**src/rtl/mem_inspector_if.sv**
```systemverilog
// Read port between the inspector and the control unit's inference path.
interface mem_inspector_if;
  logic        infer;
  logic [9:0]  infer_addr;
  logic [31:0] infer_data;

  modport master (output infer, output infer_addr, input infer_data);
  modport slave  (input infer, input infer_addr, output infer_data);
endinterface

```
**src/rtl/mem_inspector.sv**
```systemverilog
// Post-halt memory inspector: debounced buttons step a word address, each step re-reads and shows the word in hex.
// Read-to-show latency READ_LATENCY+2 cycles; steps outside SHOW are dropped. Optional MEM_INSPECTOR_AUTOSCAN_EN adds a periodic auto-step.
module mem_inspector #(
  parameter int DEBOUNCE_CYCLES = 1000000,
  parameter int READ_LATENCY    = 2,
  parameter int REFRESH_BITS    = 18,
  parameter int ADDR_MAX        = 1023
) (
  input  logic                   fast_clk,
  input  logic                   rst_n,
  input  logic                   halted,
  input  logic                   btn_next,
  input  logic                   btn_prev,
  input  logic                   sw_half,
  mem_inspector_if.master        rd,
  output logic                   data_valid,
  output logic [6:0]             LED_out,
  output logic [3:0]             Anode_Activate
);

  localparam int DBW = (DEBOUNCE_CYCLES > 2) ? $clog2(DEBOUNCE_CYCLES) : 1;
  localparam logic [DBW-1:0] DB_LAST = DBW'(DEBOUNCE_CYCLES - 1);
  localparam int LW = (READ_LATENCY > 2) ? $clog2(READ_LATENCY) : 1;
  localparam logic [LW-1:0] LAT_LAST = LW'(READ_LATENCY - 1);
  localparam logic [9:0] ADDR_TOP = 10'(ADDR_MAX);

  typedef enum logic [1:0] {IDLE, REQ, CAPTURE, SHOW} state_t;

  // Button path: index 0 = next, 1 = prev
  logic [1:0]     btn_raw;
  logic [1:0]     sync1, sync2;
  logic [1:0]     db_lvl, db_lvl_q;
  logic [DBW-1:0] db_cnt [2];
  logic           step_next, step_prev;

  assign btn_raw = {btn_prev, btn_next};

  always_ff @(posedge fast_clk or negedge rst_n) begin
    if (!rst_n) begin
      sync1    <= '0;
      sync2    <= '0;
      db_lvl   <= '0;
      db_lvl_q <= '0;
      for (int i = 0; i < 2; i++) db_cnt[i] <= '0;
    end else begin
      sync1    <= btn_raw;
      sync2    <= sync1;
      db_lvl_q <= db_lvl;
      for (int i = 0; i < 2; i++) begin
        if (sync2[i] == db_lvl[i]) begin
          db_cnt[i] <= '0;
        end else if (db_cnt[i] == DB_LAST) begin
          db_lvl[i] <= sync2[i];
          db_cnt[i] <= '0;
        end else begin
          db_cnt[i] <= db_cnt[i] + 1'b1;
        end
      end
    end
  end

  assign step_next = db_lvl[0] & ~db_lvl_q[0];
  assign step_prev = db_lvl[1] & ~db_lvl_q[1];

  state_t        state;
  logic          infer_r;
  logic [9:0]    addr_r;
  logic [31:0]   shown_word;
  logic [LW-1:0] lat_cnt;
  logic          auto_step;
  logic          eff_next;
  logic          step_one;
  logic [9:0]    step_addr;

`ifdef MEM_INSPECTOR_AUTOSCAN_EN
  localparam logic [26:0] SCAN_LAST = 27'd99_999_999;
  logic [26:0] scan_cnt;

  // Restarts on any button step so a manual step always gets a full dwell period
  always_ff @(posedge fast_clk or negedge rst_n) begin
    if (!rst_n) begin
      scan_cnt <= '0;
    end else if (state != SHOW || !halted || step_next || step_prev || scan_cnt == SCAN_LAST) begin
      scan_cnt <= '0;
    end else begin
      scan_cnt <= scan_cnt + 1'b1;
    end
  end

  assign auto_step = (state == SHOW) && (scan_cnt == SCAN_LAST);
`else
  assign auto_step = 1'b0;
`endif

  assign eff_next = step_next | auto_step;
  assign step_one = eff_next ^ step_prev;

  always_comb begin
    step_addr = addr_r;
    if (eff_next) step_addr = (addr_r == ADDR_TOP) ? 10'd0 : addr_r + 10'd1;
    else          step_addr = (addr_r == 10'd0) ? ADDR_TOP : addr_r - 10'd1;
  end

  always_ff @(posedge fast_clk or negedge rst_n) begin
    if (!rst_n) begin
      state      <= IDLE;
      infer_r    <= 1'b0;
      addr_r     <= '0;
      data_valid <= 1'b0;
      shown_word <= '0;
      lat_cnt    <= '0;
    end else if (!halted) begin
      // Address and last word survive a resume so the view is unchanged on the next halt
      state      <= IDLE;
      infer_r    <= 1'b0;
      data_valid <= 1'b0;
      lat_cnt    <= '0;
    end else begin
      case (state)
        IDLE: begin
          state   <= REQ;
          infer_r <= 1'b1;
          lat_cnt <= '0;
        end
        REQ: begin
          if (lat_cnt == LAT_LAST) state <= CAPTURE;
          else                     lat_cnt <= lat_cnt + 1'b1;
        end
        CAPTURE: begin
          shown_word <= rd.infer_data;
          data_valid <= 1'b1;
          infer_r    <= 1'b0;
          state      <= SHOW;
        end
        SHOW: begin
          if (step_one) begin
            addr_r     <= step_addr;
            data_valid <= 1'b0;
            infer_r    <= 1'b1;
            lat_cnt    <= '0;
            state      <= REQ;
          end
        end
        default: state <= IDLE;
      endcase
    end
  end

  assign rd.infer      = infer_r;
  assign rd.infer_addr = addr_r;

  logic [REFRESH_BITS-1:0] refresh;
  logic [1:0]              digit;
  logic [15:0]             half_word;
  logic [3:0]              nibble;

  always_ff @(posedge fast_clk or negedge rst_n) begin
    if (!rst_n) refresh <= '0;
    else        refresh <= refresh + 1'b1;
  end

  assign digit     = refresh[REFRESH_BITS-1 -: 2];
  assign half_word = sw_half ? shown_word[31:16] : shown_word[15:0];
  assign nibble    = half_word[{digit, 2'b00} +: 4];

  always_comb begin
    Anode_Activate = 4'b1111;
    Anode_Activate[digit] = 1'b0;
  end

  always_comb begin
    LED_out = 7'b1111111;
    case (nibble)
      4'h0: LED_out = 7'b0000001;
      4'h1: LED_out = 7'b1001111;
      4'h2: LED_out = 7'b0010010;
      4'h3: LED_out = 7'b0000110;
      4'h4: LED_out = 7'b1001100;
      4'h5: LED_out = 7'b0100100;
      4'h6: LED_out = 7'b0100000;
      4'h7: LED_out = 7'b0001111;
      4'h8: LED_out = 7'b0000000;
      4'h9: LED_out = 7'b0000100;
      4'hA: LED_out = 7'b0001000;
      4'hB: LED_out = 7'b1100000;
      4'hC: LED_out = 7'b0110001;
      4'hD: LED_out = 7'b1000010;
      4'hE: LED_out = 7'b0110000;
      4'hF: LED_out = 7'b0111000;
      default: LED_out = 7'b1111111;
    endcase
  end

endmodule

```
**src/flat_wrapper.sv**
```systemverilog
// flat-port wrapper written by rule: the top's interface ports become plain ports
module mem_inspector_flat 
#(
  parameter int DEBOUNCE_CYCLES = 1000000,
  parameter int READ_LATENCY    = 2,
  parameter int REFRESH_BITS    = 18,
  parameter int ADDR_MAX        = 1023
)
  (fast_clk, rst_n, halted, btn_next, btn_prev, sw_half, data_valid, LED_out, Anode_Activate, rd_infer, rd_infer_addr, rd_infer_data);
  mem_inspector_if rd_i ();
  input  logic fast_clk;
  input  logic rst_n;
  input  logic halted;
  input  logic btn_next;
  input  logic btn_prev;
  input  logic sw_half;
  output logic data_valid;
  output logic [6:0] LED_out;
  output logic [3:0] Anode_Activate;
  output wire logic [$bits(rd_i.infer)-1:0] rd_infer;
  output wire logic [$bits(rd_i.infer_addr)-1:0] rd_infer_addr;
  input wire logic [$bits(rd_i.infer_data)-1:0] rd_infer_data;
  assign rd_infer = rd_i.infer;
  assign rd_infer_addr = rd_i.infer_addr;
  assign rd_i.infer_data = rd_infer_data;
  mem_inspector #(.DEBOUNCE_CYCLES(DEBOUNCE_CYCLES), .READ_LATENCY(READ_LATENCY), .REFRESH_BITS(REFRESH_BITS), .ADDR_MAX(ADDR_MAX)) u_core (.fast_clk(fast_clk), .rst_n(rst_n), .halted(halted), .btn_next(btn_next), .btn_prev(btn_prev), .sw_half(sw_half), .rd(rd_i), .data_valid(data_valid), .LED_out(LED_out), .Anode_Activate(Anode_Activate));
endmodule
```
**config.mk**
```make
export PLATFORM = sky130hd
export DESIGN_NAME = mem_inspector_flat
export DESIGN_NICKNAME = d
export VERILOG_FILES = /design/src/rtl/mem_inspector_if.sv /design/src/rtl/mem_inspector.sv /design/src/flat_wrapper.sv
export SDC_FILE = /design/constraint.sdc
export NUM_CORES = 1
export LEC_CHECK = 0
export CAP_MARGIN = 10
export CORE_AREA = 2 2 117 119
export CTS_CLUSTER_SIZE = 24
export DETAILED_ROUTE_END_ITERATION = 8
export DIE_AREA = 0 0 119 121
export PLACE_DENSITY_LB_ADDON = 0.15
export SYNTH_ARGS = -nofsm -noshare
export SYNTH_HDL_FRONTEND = slang
export SYNTH_SLANG_ARGS = --single-unit
```
**constraint.sdc**
```tcl
create_clock -name fast_clk -period 3.74 [get_ports fast_clk]
set_clock_uncertainty 0.15 [all_clocks]
set_input_delay 0.748 -clock fast_clk [delete_from_list [all_inputs] [get_ports fast_clk]]
set_output_delay 0.748 -clock fast_clk [all_outputs]
set_load 0.01 [all_outputs]
```
==> flow_summary.json <==
{
  "drtAntennaViolNets": 0,
  "period_needed_ns": 3.56,
  "regToRegStartpoint": "u_core.db_cnt[20]",
  "nFillCells": 1137,
  "synthToLayoutAreaGrowth_pct": 25.4,
  "clock-sinks": 113,
  "drive_gt1_share_pct": 17.3,
  "clock_latency_ns": 0.41,
  "ir_drop_v": 0.000311,
  "setup_viol": 0,
  "r2r_end": "u_core.db_cnt[38]",
  "fp-row-count": 42,
  "holdCritStartpoint": "u_core.sync1[1]",
  "whs_endpoint": "u_core.sync2[1]",
  "critical_path_class": "register to output port",
  "die_width_um": 119,
  "drtIter0Drc": 302,
  "holdPathStages": 0,
  "drt_pass1_iterations": 4,
  "vias": 4151,
  "grt_pass1_wl_mm": 20.6,
  "synth_top_cell_by_area": "dfrtp_1",
  "syn-instance-count": 529,
  "die_y_um": 121,
  "layout.nets": 657,
  "placed_cell_area_um2": 6580,
  "p_per_area_nw_per_um2": 586,
  "dp_cells": 759,
  "wl_per_cell_um": 15.0,
  "ys_top_cells_by_area": "dfrtp_1 49%, mux2_2 6.9%, xor2_1 4.9%, nor2_1 4.0%, xnor2_1 3.8%",
  "max_cap_viol_count": 0,
  "ios": 61,
  "status": "finished, final reports clean",
  "cts_tree": "built",
  "multiInputGateArea_um2": 2750,
  "syn_nets": 582,
  "drc": 0,
  "ys_ff_latch": 113,
  "fmax_ghz": 0.281,
  "critPathArrivalTime_ns": 2.66,
  "leakage_uw": 0.00313,
  "period_share_pct": 95.2,
  "ff_latch_area_um2": 2830,
  "design.core.area_um2": 13100,
  "tightest_slew_ns": 0.784,
  "min_path_type": "register to register",
  "clock_path_buffers": 2,
  "reg2reg_depth": 5,
  "hpwl_mm": 8.33,
  "slew_viol_final": 0,
  "synth_area_um2": 5750,
  "finalWeightedCongestion": 0.926,
  "synth_ff_type": "dfrtp_1",
  "crit_required_ns": 2.84,
  "stdcell_count": 793,
  "final_util_pct": 55.1,
  "yosysSeqAreaShare_pct": 49.2,
  "start_util_pct": 43.9,
  "fin_area_um2": 7210,
  "cp-start-kind": "register",
  "grt_max_degree": 49,
  "wl_mm": 11.9,
  "yosys.cell_count.top_type": "dfrtp_1",
  "via_per_inst": 5.23,
  "syn_area_per_cell_um2": 10.9,
  "r2r_slack_ns": 1.32,
  "die-area_um2": 14400,
  "antenna_found_initial": 1,
  "holdWs_ns": 0.197,
  "yosys_warnings": 0,
  "synthArstFlopShare_pct": 100,
  "cts-root-buf": "clkbuf_16",
  "synth_top_area_share_pct": 49.2,
  "cts_buffers": 17,
  "portBuffers": 60,
  "cp-end-kind": "output port",
  "synth-edff-count": 0,
  "grt_pass1_vias": 4194,
  "synth_cell_types": 60,
  "clkTransAtPathRegs_ns": 0.05,
  "grt_use_total_pct": 17.9,
  "antenna_cells": 0,
  "cts_max_level": 4,
  "relSlewSlack_pct": 47.8,
  "overflow": 0,
  "finalHoldViolations": 0,
  "synth_common_cells": "113 x dfrtp_1, 61 x nor2_1, 35 x mux2_2, 32 x xor2_1, 29 x nand3_1",
  "finalPower_uw": 4220,
  "path_max_fanout": 10,
  "rsz0062_at_grt": "no"
}
==> registers in the layout (all words and copies together), names as in the netlist, 2 cells and up <==
signal and count:
u_core.db_lvl 2, u_core.rd.infer_addr 10, u_core.db_lvl_q 2, u_core.state 2, u_core.refresh 18, u_core.shown_word 32, u_core.sync2 2, u_core.sync1 2
u_core.db_cnt 40
==> worst max-delay path: stages, from the launching register on <==
cell      delay, ns
dfrtp_1        0.69
nand2b_1       0.20
o22ai_1        0.08
a221o_1        0.30
buf_4          0.15
ha_1           0.31
nor2_1         0.15
a211oi_2       0.06
a21oi_1        0.16
clkbuf_2       0.17
==> placed cells by master (no fill, tap or decap), drive strengths merged, types with 15 or more instances in the layout <==
cell and instances:
dfrtp 113, clkdlybuf4s50 51, mux2 37, buf 18
nand2 28, nand4 15, xnor2 25, inv 21
clkbuf 24, nand3 29, nor2 62, ha 15
xor2 32
==> cell families after synthesis <==
| kind of cell | synth area share [%] |
|---|---|
| AOI/OAI and AO/OA | 6.85 |
| DFF | 49.2 |
| buffers and inverters | 3.16 |
| muxes | 11.5 |
| and+or+nand+nor | 17.4 |
| xor gates and xnor gates | 8.68 |
| adders and majority gates | 3.26 |
==> routing by layer <==
layer | track usage [%] | vias to the layer above | wire length, um | share of wire (%)
met1 | 24.3 | 2034 | 5800 | 49
li1 | - | 2024 | - | -
met5 | 0 | - | 13 | 0.11
met4 | 6.18 | 2 | 125 | 1.1
met2 | 27.7 | 77 | 5400 | 46
met3 | 5.12 | 14 | 527 | 4.4
==> how the worst max path moves through the flow <==
stage | from | to | slack (ns) | cells after the start
6_report | u_core.refresh[16] | LED_out[3] | 0.18 | 9
5_1_grt | u_core.refresh[16] | LED_out[3] | 0.02 | 9
4_1_cts | sw_half | LED_out[3] | -0.06 | 11
3_5_place_dp | sw_half | LED_out[3] | -0.65 | 8
3_3_place_gp | sw_half | LED_out[2] | -0.51 | 9
2_1_floorplan | sw_half | LED_out[2] | 0.46 | 8
==> cell type report <==
cell class	count	area share, %
repair buffers	76	9.89
flip-flops and latches	113	39.2
multi-input cells	375	38.2
clock buffers	23	6.77
clock inverters	9	1.79
inverters	21	1.09
well taps	176	3.05
==> per-stage QoR <==
| step | setup slack (ns) | setup TNS, ns |
|---|---|---|
| after floorplan | 0.461 | 0 |
| after global placement | -0.511 | -3.17 |
| after detailed placement | -0.650 | -3.90 |
| after CTS | -0.0605 | -0.0605 |
| after global routing | 0.0191 | 0 |
| final | 0.178 | 0 |
==> repair_timing <==
action / CTS / global route
resized for setup: 17 / 4
hold buffers: 0 / 0
endpoints found under the setup margin: 7 / 3
buffers inserted: 2 / 0
==> where the power goes <==
group	switching, uW	total [uW]	internal [uW]
registers	120	1550	1430
logic	449	1020	568
clock network	544	1660	1110
total	1110	4220	3110
No activity file was read; power rests on OpenSTA's default activity.
